## src/rtl/byte_queue_pkg.sv

```systemverilog
// byte_queue_pkg: enqueue handshake state type and default queue depth for byte_queue.
package byte_queue_pkg;
    localparam int DEFAULT_DEPTH = 8;
    typedef enum logic [1:0] {IDLE, ACK, WAIT_LOW} enq_state_t;
endpackage

```

## src/rtl/byte_queue_mem.sv

```systemverilog
// byte_queue_mem: DEPTH x 8 register array with one synchronous write port and one asynchronous read port.
module byte_queue_mem #(
    parameter int DEPTH = 8
) (
    input  logic                     clock_100k,
    input  logic                     write,
    input  logic [$clog2(DEPTH)-1:0] wr_addr,
    input  logic [7:0]               wr_data,
    input  logic [$clog2(DEPTH)-1:0] rd_addr,
    output logic [7:0]               rd_data
);
    logic [7:0] cells [DEPTH];
    always_ff @(posedge clock_100k) begin
        if (write) cells[wr_addr] <= wr_data;
    end
    assign rd_data = cells[rd_addr];
endmodule

```

## src/rtl/byte_queue.sv

```systemverilog
// byte_queue: circular byte FIFO fed by a level-held valid/one-cycle-ack handshake, popped by dequeue_in.
// Defining BYTE_QUEUE_FLAGS_EN adds empty_out, full_out and a sticky underflow_out.
module byte_queue import byte_queue_pkg::*; #(
    parameter int DEPTH = DEFAULT_DEPTH
) (
    input  logic                     clock_100k,
    input  logic                     reset,
    input  logic [7:0]               data_in,
    input  logic                     enqueue_in,
    output logic                     ack_out,
    input  logic                     dequeue_in,
    output logic [7:0]               data_out,
`ifdef BYTE_QUEUE_FLAGS_EN
    output logic [$clog2(DEPTH):0]   len_out,
    output logic                     empty_out,
    output logic                     full_out,
    output logic                     underflow_out
`else
    output logic [$clog2(DEPTH):0]   len_out
`endif
);
    localparam int AW = $clog2(DEPTH);
    localparam logic [AW:0] FULL_LEN = (AW + 1)'(DEPTH);

    enq_state_t    state, next_state;
    logic [AW-1:0] head, tail;
    logic [7:0]    rd_data;
    logic          write, pop, full, empty;

    assign full  = len_out == FULL_LEN;
    assign empty = len_out == '0;

    always_ff @(posedge clock_100k) begin
        if (reset) state <= IDLE;
        else state <= next_state;
    end

    always_comb begin
        next_state = (state == IDLE) ? ((enqueue_in && !full) ? ACK : IDLE) :
                     (state == ACK)  ? WAIT_LOW :
                     (enqueue_in ? WAIT_LOW : IDLE);
    end

    // full is judged on the registered length, so a pop while full defers the write one cycle
    always_comb begin
        write   = (state == IDLE) && enqueue_in && !full;
        ack_out = state == ACK;
        pop     = dequeue_in && !empty;
    end

    always_ff @(posedge clock_100k) begin
        if (reset) begin
            head     <= '0;
            tail     <= '0;
            len_out  <= '0;
            data_out <= 8'h00;
        end else begin
            if (write) tail <= tail + AW'(1);
            if (pop) begin
                head     <= head + AW'(1);
                data_out <= rd_data;
            end
            len_out <= len_out + {{AW{1'b0}}, write} - {{AW{1'b0}}, pop};
        end
    end

    byte_queue_mem #(.DEPTH(DEPTH)) mem (
        .clock_100k(clock_100k),
        .write(write),
        .wr_addr(tail),
        .wr_data(data_in),
        .rd_addr(head),
        .rd_data(rd_data)
    );

`ifdef BYTE_QUEUE_FLAGS_EN
    assign empty_out = empty;
    assign full_out  = full;
    always_ff @(posedge clock_100k) begin
        if (reset) underflow_out <= 1'b0;
        else if (dequeue_in && empty) underflow_out <= 1'b1;
    end
`else
`endif
endmodule

```

## config.mk

```make
export PLATFORM = sky130hd
export DESIGN_NAME = byte_queue
export DESIGN_NICKNAME = d
export VERILOG_FILES = /design/src/rtl/byte_queue_pkg.sv /design/src/rtl/byte_queue_mem.sv /design/src/rtl/byte_queue.sv
export SDC_FILE = /design/constraint.sdc
export NUM_CORES = 1
export LEC_CHECK = 0
export ABC_AREA = 0
export ABC_CLOCK_PERIOD_IN_PS = 3650
export CAP_MARGIN = 5
export CORE_ASPECT_RATIO = 1.2
export CORE_UTILIZATION = 29
export DETAILED_ROUTE_END_ITERATION = 8
export GPL_TIMING_DRIVEN = 0
export PLACE_DENSITY = 0.56
export SYNTH_ARGS = -nofsm -noshare
export SYNTH_HDL_FRONTEND = slang
export SYNTH_SLANG_ARGS = --single-unit
```

## constraint.sdc

```tcl
create_clock -name clock_100k -period 3.65 [get_ports clock_100k]
set_input_delay 0.5475 -clock clock_100k [delete_from_list [all_inputs] [get_ports clock_100k]]
set_output_delay 0.5475 -clock clock_100k [all_outputs]
set_load 0.005 [all_outputs]
```

==> flow_metrics.tcl <==
set metrics [dict create \
    end_kind "flop" \
    drc 0 \
    drtAntennaViolNets 0 \
    detail_route.wl_per_cell_um 15.7 \
    drive_gt1_frac 0.129 \
    yosys_warnings 0 \
    tns_ns 0 \
    die_y_um 120 \
    drt_wl_total_um 6450 \
    root_buffer "clkbuf_16" \
    worstMarginPinSlew_ns 0.932 \
    outcome "finished clean" \
    clock_skew_ns 0.00745 \
    fmax_mhz 372 \
    cap_violations 0 \
    final_common_cell "edfxtp_1" \
    grt-ovfl-total 0 \
    rrSetupSlack_ns 1.24 \
    synth_top_cell_area_share 0.571 \
    initial_core_util 0.301 \
    ctsResizeCount 0 \
    post_cts_buffers 0 \
    ys_ff_latch 84 \
    grt_first_pass_wirelength_um 10600 \
    syn_area_sq_um 3370 \
    gp_congestion 0.669 \
    viasPerCell 4.53 \
    cp-startpoint "enqueue_in" \
    ctsHoldBuffers 0 \
    yosysUniqueCellTypes 32 \
    num_vias 1856 \
    maxSlewHeadroom 0.375 \
    syn_nets 235 \
    period_minus_slack_ns 2.69 \
    finalNetCount 272 \
    rsz0062_at_grt "no" \
    clockBufferDepth 2 \
    crit_arrival_ns 2.73 \
    p_leak_nw 1.38 \
    ys_seq_area_frac 0.690 \
    start_kind "input pin" \
    rows 42 \
    cts.sinks 84 \
    diodes 0 \
    die_x_um 100 \
    fin_crit_sh 0.736 \
    finalNonFillerCells 410 \
    io_buffers 24 \
    hpwl_um 4260 \
    cts_buffers 9 \
    slew_viol_final 0 \
    hold_viol_final 0 \
    setup_viol 0 \
    layout_common_cells "edfxtp_1, mux2i_1, clkdlybuf4s50_1" \
    io_pins 25 \
    netlist_instances 214 \
    dp.cells 394 \
    register_area_sq_um 2320 \
    antenna_found_initial 0 \
    clk_pin_slew_ns 0.06 \
    clock_latency_ns 0.33 \
    critPathKind "input pin to flop" \
    track_usage 0.122 \
    hp-class "flop to flop" \
    area_growth_pct 23.6 \
    vdd_drop_max_mv 0.326 \
    synthTopCellsByArea "edfxtp_1, dfxtp_1, mux2i_1, a22oi_1, ha_1" \
    cts_tree "yes" \
    syn_area_per_cell_sq_um 15.7 \
    yosys.area.top_type "edfxtp_1" \
    n_fill_cell 1054 \
    drt_iter0_markers 97 \
    crit_required_ns 3.69 \
    coreArea_sq_um 11200 \
    r2r-start "len_out[2]" \
    grt_pass1_vias 2066 \
    power-per-cell-area_nw_per_um2 691 \
    worstPathMaxFanout 9 \
    die-area_sq_um 12000 \
    drt_pass1_iterations 4 \
    multi_input_area_sq_um 978 \
    cts_max_level 3 \
    worstHoldStart "data_out[1]" \
    grt_max_degree 16 \
]
## flip-flops by register name, summed over array words and instances, names as in the netlist
name       cells
head           3
tail           3
len_out        4
data_out       8
state          2
mem.cells     64
## power breakdown
part           internal (mW)  total [mW]  switching, mW  leakage, nW
Sequential              1.13        1.20         0.0704        0.743
Clock                  0.601       0.961          0.360        0.144
Combinational          0.359       0.710          0.351        0.494
Total                   2.09        2.88          0.782         1.38
## cells by family (layout without fill, tap and decap cells)
| logic type | after synthesis | in the layout | synth area share |
|---|---|---|---|
| fa+ha+maj | 9 | 9 | 0.0357 |
| simple gates | 32 | 32 | 0.0502 |
| xor+xnor | 6 | 6 | 0.0156 |
| flops | 84 | 84 | 0.690 |
| buf+inv | 18 | 60 | 0.0260 |
| compound gates | 31 | 31 | 0.0818 |
| mux | 34 | 34 | 0.101 |
## metal layers
layer | track usage | vias up | share of wire
li1 | - | 893 | -
met1 | 0.157 | 904 | 0.46
met2 | 0.182 | 43 | 0.46
met3 | 0.0297 | 16 | 0.038
met4 | 0.0779 | 0 | 0.040
met5 | 0 | - | 0
## worst max-delay path: stages
cell and delay (ns):
clkdlybuf4s50_1 0.47, nor3b_2 0.27, o31ai_4 0.20, or2_2 0.36
nor3_1 0.61, buf_4 0.27
## Yosys cell counts (all sizes together)
cell type,count
o311ai,1
o31a,1
nor4,1
and2,1
o31ai,1
a21o,1
ha,8
edfxtp,64
a22oi,16
xnor2,4
buf,8
clkbuf,1
inv,9
nand2b,2
nor2b,5
a21oi,2
dfxtp,20
o311a,1
nor3b,1
nand2,1
a32o,8
nor2,16
nor3,4
mux2i,34
fa,1
or2,1
xor2,2
## final timing paths
path,end,cells past startpoint
worst min register to register,data_out[1],1
worst max-delay path,mem.cells[4][5],6
worst min-delay path,data_out[1],1
worst max register to register,len_out[3],11
## per-stage QoR
| step | setup slack (ns) | utilization | instance area [sq um] | hold WS (ns) | power, mW |
|---|---|---|---|---|---|
| 6_report | 0.964 | 0.372 | 4160 | 0.481 | 2.88 |
| 5_1_grt | 0.815 | 0.372 | 4160 | 0.518 | 3.04 |
| 4_1_cts | 0.917 | 0.371 | 4160 | 0.486 | 2.91 |
| 3_5_place_dp | 0.568 | 0.342 | 3830 | 0.472 | 1.94 |
| 3_3_place_gp | 0.283 | 0.339 | 3800 | 0.456 | 1.92 |
| 2_1_floorplan | 1.41 | - | 3370 | 0.466 | 1.68 |
## final cells by class
cell class,count,share of cell area
flip-flops and latches,84,0.558
multi-input cells,112,0.235
repair buffers,26,0.0614
clock buffers,9,0.0541
well taps,154,0.0463
clock inverters,7,0.0238
plain buffers,9,0.0129
inverters,9,0.00812
Power figures use the tool's default switching activity.
